==> config.mk <==
export PLATFORM = sky130hd
export DESIGN_NAME = demux_dispatch_flat
export DESIGN_NICKNAME = d
export VERILOG_FILES = /design/src/rtl/demux_dispatch_if.sv /design/src/rtl/demux_dispatch.sv /design/src/flat_wrapper.sv
export SDC_FILE = /design/constraint.sdc
export NUM_CORES = 1
export LEC_CHECK = 0
export ABC_AREA = 1
export CAP_MARGIN = 30
export CORE_UTILIZATION = 50
export CTS_CLUSTER_DIAMETER = 40
export DETAILED_ROUTE_END_ITERATION = 10
export GPL_ROUTABILITY_DRIVEN = 0
export GPL_TIMING_DRIVEN = 1
export PLACE_DENSITY = 0.85
export SLEW_MARGIN = 30
export SYNTH_ARGS = -nofsm -noshare
export SYNTH_HDL_FRONTEND = slang
export SYNTH_SLANG_ARGS = --single-unit
==> constraint.sdc <==
create_clock -name clk -period 9.5 [get_ports clk]
set_input_delay 1.9 -clock clk [delete_from_list [all_inputs] [get_ports clk]]
set_output_delay 1.9 -clock clk [all_outputs]
set_load 0.1 [all_outputs]
==> src/rtl/demux_dispatch_if.sv <==
// demux_dispatch_if
// Stream bundle between the issue stage (master) and the dispatcher (slave).
//   in_valid/in_ready/in_data/in_sel : one tagged input word per cycle
//   out_valid/out_ready/out_data     : NCH independent output channels,
//                                      channel k in out_data[k*WIDTH +: WIDTH]
//   drop_err                         : pulse when an out-of-range word was dropped
interface demux_dispatch_if #(
  parameter int WIDTH = 32,
  parameter int NCH   = 4
);
  logic                 in_valid;
  logic                 in_ready;
  logic [WIDTH-1:0]     in_data;
  logic [1:0]           in_sel;
  logic [NCH-1:0]       out_valid;
  logic [NCH-1:0]       out_ready;
  logic [NCH*WIDTH-1:0] out_data;
  logic                 drop_err;

  modport master (
    output in_valid, in_data, in_sel, out_ready,
    input  in_ready, out_valid, out_data, drop_err
  );

  modport slave (
    input  in_valid, in_data, in_sel, out_ready,
    output in_ready, out_valid, out_data, drop_err
  );
endinterface

==> src/rtl/demux_dispatch.sv <==
// demux_dispatch
// One-to-NCH stream dispatcher. Each accepted word is routed by in_sel into a
// one-entry register of its channel; channels drain independently. A flush
// empties every slot (data registers are kept). Words whose in_sel has no
// channel (only possible when NCH < 4) are consumed and reported on drop_err.
//
// Ports:
//   clk   : rising-edge clock
//   rst   : asynchronous active-high reset
//   flush : synchronous clear of all channel slots
//   bus   : demux_dispatch_if.slave (input stream, NCH output streams, drop_err)
//   perf_cnt  [NCH*32] : per-channel delivered-word counters (optional)
//   perf_drop [16]     : saturating dropped-word counter (optional)
//
// Optional feature: define DEMUX_DISPATCH_PERF_EN to add perf_cnt/perf_drop.
module demux_dispatch #(
  parameter int WIDTH = 32,
  parameter int NCH   = 4
) (
  input  logic               clk,
  input  logic               rst,
  input  logic               flush,
  demux_dispatch_if.slave    bus
`ifdef DEMUX_DISPATCH_PERF_EN
  ,
  output logic [NCH*32-1:0]  perf_cnt,
  output logic [15:0]        perf_drop
`endif
);

  generate
    if (NCH < 2 || NCH > 4) begin : g_bad_nch
      $error("demux_dispatch: NCH must be in 2..4");
    end
  endgenerate

  logic [NCH-1:0] hit_vec;
  logic [NCH-1:0] full_vec;
  logic           sel_in_range;
  logic           sel_full;
  logic           sel_ordy;
  logic           in_ready_c;
  logic           take;
  logic           drop_q, drop_d;

  // in_ready looks only at the addressed slot; a full slot that is being
  // drained this cycle can still take a word, giving 1 word/cycle throughput.
  assign sel_in_range = (int'(bus.in_sel) < NCH);
  assign sel_full     = |(hit_vec & full_vec);
  assign sel_ordy     = |(hit_vec & bus.out_ready);
  assign in_ready_c   = !flush & (!sel_in_range | !sel_full | sel_ordy);
  assign bus.in_ready = in_ready_c;
  assign take         = bus.in_valid & in_ready_c;

  genvar gi;
  generate
    for (gi = 0; gi < NCH; gi++) begin : g_ch
      logic             full_q, full_d;
      logic [WIDTH-1:0] data_q, data_d;
      logic             accept;
      logic             drain;

      assign hit_vec[gi]  = (bus.in_sel == 2'(gi));
      assign accept       = take & hit_vec[gi];
      assign drain        = full_q & bus.out_ready[gi];
      // accept already implies !flush, so flush wins over everything else.
      assign full_d       = !flush & (accept | (full_q & !drain));
      assign data_d       = accept ? bus.in_data : data_q;

      always_ff @(posedge clk or posedge rst) begin
        if (rst) begin
          full_q <= 1'b0;
          data_q <= '0;
        end else begin
          full_q <= full_d;
          data_q <= data_d;
        end
      end

      assign full_vec[gi]                      = full_q;
      assign bus.out_valid[gi]                 = full_q;
      assign bus.out_data[gi*WIDTH +: WIDTH]   = data_q;

`ifdef DEMUX_DISPATCH_PERF_EN
      // Counts deliveries, including those in a flush cycle; wraps naturally.
      logic [31:0] cnt_q, cnt_d;
      assign cnt_d = cnt_q + 32'(drain);
      always_ff @(posedge clk or posedge rst) begin
        if (rst) cnt_q <= '0;
        else     cnt_q <= cnt_d;
      end
      assign perf_cnt[gi*32 +: 32] = cnt_q;
`endif
    end
  endgenerate

  // A dropped word is consumed like any other, so it needs in_ready, which
  // is already low during flush.
  assign drop_d = take & !sel_in_range;

  always_ff @(posedge clk or posedge rst) begin
    if (rst) drop_q <= 1'b0;
    else     drop_q <= drop_d;
  end

  assign bus.drop_err = drop_q;

`ifdef DEMUX_DISPATCH_PERF_EN
  logic [15:0] drop_cnt_q, drop_cnt_d;
  // Counts the registered pulses, saturating at all-ones.
  assign drop_cnt_d = (drop_q && drop_cnt_q != 16'hFFFF) ? drop_cnt_q + 16'd1 : drop_cnt_q;
  always_ff @(posedge clk or posedge rst) begin
    if (rst) drop_cnt_q <= '0;
    else     drop_cnt_q <= drop_cnt_d;
  end
  assign perf_drop = drop_cnt_q;
`endif

endmodule

==> src/flat_wrapper.sv <==
// flat-port wrapper written by rule: the top's interface ports become plain ports
module demux_dispatch_flat 
#(
  parameter int WIDTH = 32,
  parameter int NCH   = 4
)
  (clk, rst, flush, bus_in_valid, bus_in_data, bus_in_sel, bus_out_ready, bus_in_ready, bus_out_valid, bus_out_data, bus_drop_err);
  demux_dispatch_if #(.WIDTH(WIDTH), .NCH(NCH)) bus_i ();
  input  logic clk;
  input  logic rst;
  input  logic flush;
  input wire logic [$bits(bus_i.in_valid)-1:0] bus_in_valid;
  input wire logic [$bits(bus_i.in_data)-1:0] bus_in_data;
  input wire logic [$bits(bus_i.in_sel)-1:0] bus_in_sel;
  input wire logic [$bits(bus_i.out_ready)-1:0] bus_out_ready;
  output wire logic [$bits(bus_i.in_ready)-1:0] bus_in_ready;
  output wire logic [$bits(bus_i.out_valid)-1:0] bus_out_valid;
  output wire logic [$bits(bus_i.out_data)-1:0] bus_out_data;
  output wire logic [$bits(bus_i.drop_err)-1:0] bus_drop_err;
  assign bus_i.in_valid = bus_in_valid;
  assign bus_i.in_data = bus_in_data;
  assign bus_i.in_sel = bus_in_sel;
  assign bus_i.out_ready = bus_out_ready;
  assign bus_in_ready = bus_i.in_ready;
  assign bus_out_valid = bus_i.out_valid;
  assign bus_out_data = bus_i.out_data;
  assign bus_drop_err = bus_i.drop_err;
  demux_dispatch #(.WIDTH(WIDTH), .NCH(NCH)) u_core (.clk(clk), .rst(rst), .flush(flush), .bus(bus_i));
endmodule
### Yosys cells after proc, flatten, opt, wreduce, memory -nomap -nowiden

Cells that the tools add are included.

| operators by class | value |
|---|---|
| equal/unequal tests | 3 |
| bitwise gates (word level) | 25 |
| reductions and logical operators | 9 |

Operators with widths:

| cell | number |
|---|---|
| 1-bit bitwise AND | 18 |
| 4-bit bitwise AND | 2 |
| 4-bit OR reduction | 2 |
| 1-bit zero test | 6 |
| 1-bit bitwise OR | 5 |
| 2-bit == test (second input constant) | 2 |
| 2-bit by 1-bit == test with 1-bit output (second input constant) | 1 |
| 2-bit zero test | 1 |

| word-level totals | value |
|---|---|
| word-level logic and storage cells | 45 |
| flip-flop bits (word level) | 132 |
| output and inout bits | 134 |

### Longest topological paths before layout

Gate-level depths: netlist of run 1.

| depth | value |
|---|---|
| depth after elaboration | 10 |
| depth in mapped cells | 11 |

### Least setup slack after synthesis of run 1

No wires, ideal clock.

| timing | value |
|---|---|
| path type | input-to-output |
| start | input port bus_in_sel[1] |
| end | output port bus_in_ready |
| slack | 4556 ps |
| data arrival time | 3044 ps |
| cell stages on the path | 7 |
| data required time | 7600 ps |
| path buffers | 2 |
| cells stage by stage | buf_4 -> nor2_8 -> nand2_1 -> nand2_1 -> nor2_1 -> a21oi_2 -> buf_2 |

| between the ends | value |
|---|---|
| word-level cells in the longest chain between the ends | 6 |

RTL lines:

| what | RTL line | text |
|---|---|---|
| start, declared | flat_wrapper.sv:14 | `input wire logic [$bits(bus_i.in_sel)-1:0] bus_in_sel;` |
| 2-bit by 1-bit == test with 1-bit output, or another cell as far along | demux_dispatch.sv:63 | `assign hit_vec[gi] = (bus.in_sel == 2'(gi));` |
| 4-bit bitwise AND | demux_dispatch.sv:49 | `assign sel_full = \|(hit_vec & full_vec);` |
| 4-bit OR reduction | demux_dispatch.sv:49 |  |
| 1-bit zero test | demux_dispatch.sv:51 | `assign in_ready_c = !flush & (!sel_in_range \| !sel_full \| sel_ordy);` |
| 1-bit bitwise OR * | demux_dispatch.sv:51 |  |
| 1-bit bitwise AND * | demux_dispatch.sv:51 |  |
| end, declared | flat_wrapper.sv:16 | `output wire logic [$bits(bus_i.in_ready)-1:0] bus_in_ready;` |

Mark *: on every way between the ends. The rest lies on a longest branch, timed or not.

### Final worst setup path of run 1

| timing | value |
|---|---|
| start | input port bus_in_sel[0] |
| end | output port bus_in_ready |

The elaborated chain is that of the path after synthesis.

==> metrics.cfg, run 1 <==
[critical_path]
path_cells=clkdlybuf4s50_1 -> nor2_8 -> nand2_1 -> nand2_1 -> nor2_1 -> a21oi_4 -> clkdlybuf4s50_1
cpLargestDelayFamily=buffers and inverters
path_max_fanout=35
cp_slowest_stage_delay_ns=1.17
required_ns=7.60
crit_path_start_kind=input port
path_buf_inv=2
worstPathArrival_ns=4.72
path_class=in -> out
cpMaxStageDelayCell=clkdlybuf4s50_1
end_kind=output pin

[routing]
drt_iter0_markers=451
wire_per_inst_um=18.1
wirelength_um=16500
dr.max_layer_used=met4
drtAntennaViolNets=0
drc_errors=0
met1_length_um=6440
wl_met3_um=1540
via_per_inst=5.84
wl_met2_um=8130
firstDrtPassIters=5
vias=5312

[cts]
cts-resized-gates=0
clk_latency_ns=0.40
cts.sinks=132
clk_pin_slew_ns=0.06
ctsHtreeMaxLevel=4
cts_tree=yes
cts_buffer_depth=2
post_cts_buffers=0
root_buffer=clkbuf_16
cts_buffers=17
hold_buffers=0

[cells_and_area]
diodes=0
area_growth_pct=39.5
final_cell_mix=268 x nand2_1, 173 x clkdlybuf4s50_1, 132 x dfrtp_1
final_nets=800
multi_input_area_mm2=0.00200
regArea_mm2=0.00330
drive_above_1_share_pct=6.10
fillCellCount=806
layoutNonFillerInstCount=910
layout_commonest_cell=nand2_1

[synthesis]
synthMuxAreaShare_pct=0
synth_area_leaders=dfrtp_1 58%, nand2_1 18%, nand4_1 14%
synth-simple-area-share_pct=34.0
syn-instance-count=620
netlist_area_mm2=0.00566
yosys_register_bits=132
synth_compound_area_share_pct=0.509
yosysWarnings=0
synthAdderAreaFrac_pct=0
ys_seq_area_share_pct=58.4
synth_cell_types=18
synthXorXnorAreaFrac_pct=0
synth_nets=662
synth_top_family_by_area=simple AND/OR/NAND/NOR gates
postSynthAreaPerCell_um2=9.13
synth_top_area_share_pct=58.4
yosysTopAreaCell=dfrtp_1

[floorplanning]
die-area_mm2=0.0117
coreArea_mm2=0.0109
io_pins=176
die_w_um=108
fp-row-count=38
initial_core_util_pct=51.8
die-height_um=108

[placement]
dp_hpwl_um=10100
portBuffers=174
place_inst=879

[pwr]
power.leakage_uw=0.00381
p_total_uw=2590
power_density_mw_per_mm2=329
max-vdd-ir-drop_uv=196

[global_routing]
antenna_found_initial=0
grt_pass1_wl_um=25900
grt_overflow=0
grt_max_degree=129
first_global_vias=5037
grt.total_usage_pct=28.7

[sta]
fin_crit_sh_pct=69.7
tightest_slew_ns=1.02
setup_viol=0
slew_viol_final=0
finalHoldViolCount=0
grt_setup_unrepaired=no
skew_ns=0.0105
max_freq_ghz=0.151
min_period_ns=6.62
relSlewSlack_pct=31.9
finalSetupTns_ns=0

[job]
cap_viol_max_count=0

[worst_hold_path]
hold_class=reg -> reg

[run_status]
status=completed

flip-flops by register name, indices dropped and copies added, names as in the netlist:
register and cells:
u_core.g_ch.full_q 4, u_core.g_ch.data_q 128
cells in the mapped netlist:
library cell,n
inv_1,9
nor2_8,1
nand2_1,268
nor2_1,3
buf_6,11
dfrtp_1,132
buf_1,2
nand4_1,128
conb_1,1
nand2_2,1
inv_2,2
a21oi_1,4
a21oi_2,1
nand4_2,4
clkbuf_1,25
buf_2,13
nand3_1,6
buf_4,9
through the flow:
stage / setup slack (ns) / cell area [µm²] / hold WS [ns] / util [%]
6_report: 2.88 / 7890 / 0.480 / 72.2
5_1_grt: 2.71 / 7890 / 0.498 / 72.2
4_1_cts: 2.94 / 7860 / 0.482 / 71.9
3_5_place_dp: 2.95 / 7280 / 0.465 / 66.6
3_3_place_gp: 3.01 / 7270 / 0.462 / 66.5
2_1_floorplan: 4.07 / 5660 / 0.519 / -
routing by layer:
layer	vias up	global-route usage, %
li1	2377	-
met1	2586	37.5
met2	320	45.8
met3	29	6.81
met4	0	12.8
met5	-	0
where the power goes:
part / internal, µW / switching [µW]
Sequential: 670 / 67.3
Clock: 416 / 229
Combinational: 240 / 971
Total: 1330 / 1270
logic make-up (layout without fill, tap and decap cells):
| logic type | count (synthesis) | in the layout |
|---|---|---|
| simple gates | 411 | 411 |
| flops | 132 | 132 |
| buf+inv | 71 | 221 |
| compound gates | 5 | 5 |
| other cells | 1 | 1 |
worst paths after layout:
path | startpoint | to | slack, ns | depth (start not counted)
worst max-delay path | bus_in_sel[0] | bus_in_ready | 2.88 | 7
worst min-delay path | u_core.g_ch[0].data_q[6] | u_core.g_ch[0].data_q[6] | 0.48 | 2
worst max register to register | u_core.g_ch[1].full_q | u_core.g_ch[3].data_q[23] | 7.45 | 8
worst min register to register | u_core.g_ch[0].data_q[6] | u_core.g_ch[0].data_q[6] | 0.48 | 2
max in group asynchronous | rst | u_core.g_ch[2].data_q[18] | 6.40 | 3
min in group asynchronous | rst | u_core.g_ch[1].data_q[26] | 1.99 | 2
cell type report:
type                       count  area share, %
inverter                      11          0.555
timing repair buffer         179           22.6
sequential                   132           41.8
multi-input combinational    417           25.4
clock inverter                10           1.68
clock buffer                  21           5.71
tap                          140           2.22
worst reg2reg max path, stage by stage (launching register included):
cell	delay [ns]
dfrtp_1	0.41
nand3_1	0.12
nand2_1	0.07
inv_1	0.05
nand2_1	0.10
a21oi_4	0.16
buf_6	0.66
nand4_1	0.29
nand2_1	0.12
No activity file was read; power rests on OpenSTA's default activity.
==> run 2: changes to the inputs <==
--- a/config.mk
+++ b/config.mk
@@ -7,12 +7,12 @@
 export LEC_CHECK = 0
 export ABC_AREA = 1
 export CAP_MARGIN = 30
-export CORE_UTILIZATION = 50
+export CORE_UTILIZATION = 42
 export CTS_CLUSTER_DIAMETER = 40
 export DETAILED_ROUTE_END_ITERATION = 10
 export GPL_ROUTABILITY_DRIVEN = 0
 export GPL_TIMING_DRIVEN = 1
-export PLACE_DENSITY = 0.85
+export PLACE_DENSITY = 0.76
 export SLEW_MARGIN = 30
 export SYNTH_ARGS = -nofsm -noshare
 export SYNTH_HDL_FRONTEND = slang
==> constraint.sdc (replaced) <==
create_clock -name clk -period 5.8 [get_ports clk]
set_input_delay 1.16 -clock clk [delete_from_list [all_inputs] [get_ports clk]]
set_output_delay 1.16 -clock clk [all_outputs]
set_load 0.1 [all_outputs]
==> metrics.cfg, run 2 (synthesis results as in run 1) <==
[routing]
wirelength_um=16900  ; +2.7%
wire_per_inst_um=17.8  ; -1.6%
vias=5329  ; +0.32%
via_per_inst=5.61  ; -3.9%
drtAntennaViolNets=0  ; unchanged
firstDrtPassIters=5  ; unchanged
drc_errors=0  ; unchanged
drt_iter0_markers=484  ; +7.3%

[sta]
fin_crit_sh_pct=74.7
tightest_slew_ns=1.03  ; +0.0159 ns
finalSetupTns_ns=0  ; unchanged
finalHoldViolCount=0  ; unchanged
min_period_ns=4.33
setup_viol=0  ; unchanged
relSlewSlack_pct=30.8  ; -1.1 points
grt_setup_unrepaired=no
slew_viol_final=0  ; unchanged
skew_ns=0.00712  ; -0.00336 ns
whs_ns=0.478  ; -0.00237 ns
max_freq_ghz=0.231

[global_routing]
grt_pass1_wl_um=27100  ; +4.7%
grt_overflow=0  ; unchanged
grt_max_degree=129  ; unchanged
grt.total_usage_pct=24.8  ; -3.9 points
first_global_vias=5194  ; +3.1%
antenna_found_initial=0  ; unchanged

[cts]
cts_tree=yes
cts_buffers=17  ; unchanged
clk_pin_slew_ns=0.06  ; about the same
clk_latency_ns=0.41  ; about the same
cts_buffer_depth=2  ; unchanged
cts.sinks=132  ; unchanged
hold_buffers=0  ; unchanged
ctsHtreeMaxLevel=4  ; unchanged
cts-resized-gates=0  ; unchanged
root_buffer=clkbuf_16
post_cts_buffers=0  ; unchanged

[pwr]
p_total_uw=4290  ; +65%
switching_power_uw=2120  ; +67%
p_int_uw=2170  ; +64%
pwr-share-clk_pct=25.6  ; +0.7 points
power.leakage_uw=0.00386  ; +1.4%
p_seq_share_pct=28.1  ; -0.3 points
max-vdd-ir-drop_uv=289  ; +47%
power_density_mw_per_mm2=538  ; +64%
swShare_pct=49.4  ; +0.54 points
comb_power_share_pct=46.3  ; -0.4 points

[cells_and_area]
largest_reg_flops=128  ; unchanged
fillCellCount=1102  ; +37%
layout_commonest_cell=nand2_1
final_cell_mix=268 x nand2_1, 171 x clkdlybuf4s50_1, 132 x dfrtp_1
diodes=0  ; unchanged
reg.largest.list=u_core.g_ch.data_q x128, u_core.g_ch.full_q x4
final_nets=803  ; +0.38%
area_growth_pct=41.0
drive_above_1_share_pct=6.98  ; +0.87 points
regMostFlops=u_core.g_ch.data_q

[critical_path]
cp_slowest_stage_delay_ns=0.64  ; -0.53 ns
cpMostUsedCell=nand2_1
path_class=in -> out
required_ns=4.64  ; -2.96 ns
endpoint=bus_in_ready
path_max_fanout=35  ; unchanged
timing.rr.end=u_core.g_ch[3].data_q[25]
end_kind=output pin
worstSetupStartpoint=bus_in_sel[1]
cpLargestDelayFamily=buffers and inverters
rrSetupSlack_ns=3.77  ; -3.68 ns
crit_path_start_kind=input port
reg2regPathDepth=8  ; unchanged
worstPathArrival_ns=3.17  ; -1.55 ns
r2r-start=u_core.g_ch[3].full_q
cp_num_cells=7  ; unchanged
path_cells=clkdlybuf4s50_1 -> nor2_8 -> nand2_1 -> nand2_1 -> nor2_1 -> a21oi_4 -> buf_4
path_buf_inv=2  ; unchanged
cpMaxStageDelayCell=clkdlybuf4s50_1

[worst_hold_path]
hold_class=reg -> reg

[run_status]
status=completed

[floorplanning]
io_pins=176  ; unchanged
die-area_mm2=0.0139  ; +19%
fp-row-count=42  ; +11%
coreArea_mm2=0.0132  ; +21%
die_w_um=118  ; +8.9%
initial_core_util_pct=42.9  ; -8.8 points
die-height_um=118  ; +8.9%

[job]
cap_viol_max_count=0  ; unchanged

[placement]
dp_hpwl_um=10600  ; +4.6%
portBuffers=174  ; unchanged

run 2: cell type report:
class	instances	area, µm²	area share, %
Multi-Input combinational cell	417	2000	25.0
Tap cell	176	220	2.76
Timing Repair Buffer	182	1820	22.7
Clock buffer	18	429	5.38
Sequential cell	132	3300	41.4
Inverter	11	43.8	0.549
Clock inverter	14	174	2.18
run 2: how the worst min path moves through the flow:
stage,start,endpoint,slack [ns],cells after the start
6_report,u_core.g_ch[3].data_q[19],u_core.g_ch[3].data_q[19],0.48,2
5_1_grt,u_core.g_ch[3].data_q[31],u_core.g_ch[3].data_q[31],0.50,2
4_1_cts,u_core.g_ch[3].data_q[15],u_core.g_ch[3].data_q[15],0.48,2
3_5_place_dp,u_core.g_ch[3].data_q[15],u_core.g_ch[3].data_q[15],0.46,2
3_3_place_gp,u_core.g_ch[0].data_q[21],u_core.g_ch[0].data_q[21],0.46,2
2_1_floorplan,u_core.g_ch[0].full_q,u_core.g_ch[0].full_q,0.52,2
run 2: per-layer routing:
metal  track usage [%]  up-vias  wire length, µm
met4              8.01        0              252
li1                  -     2387                -
met1              32.6     2645             7030
met5                 0        -                0
met2              40.8      273             8410
met3              5.47       24             1200
run 2: power groups by stage:
stage | Sequential [µW] | Clock, µW | Combinational, µW
finish | 1210 | 1100 | 1990
global route | 1220 | 1150 | 2040
CTS | 1210 | 1110 | 1990
detailed placement | 1220 | 0 | 1980
global placement | 1210 | 0 | 1970
floorplan | 2480 | 0 | 230
run 2: metrics by stage:
step / cell area, µm² / utilization (%) / setup WS (ns) / cells
final: 7980 / 60.5 / 1.47 / 950
after global routing: 7980 / 60.5 / 1.30 / 950
after CTS: 7970 / 60.4 / 1.53 / 950
after detailed placement: 7370 / 55.8 / 1.54 / 918
after global placement: 7330 / 55.5 / 1.61 / 917
after floorplan: 5660 / - / 1.11 / 620
run 2: tightest hold or removal path, delay by kind of cell (launching register included):
| kind | cells | cell delay, ns |
|---|---|---|
| DFF | 1 | 0.34 |
| and+or+nand+nor | 2 | 0.10 |
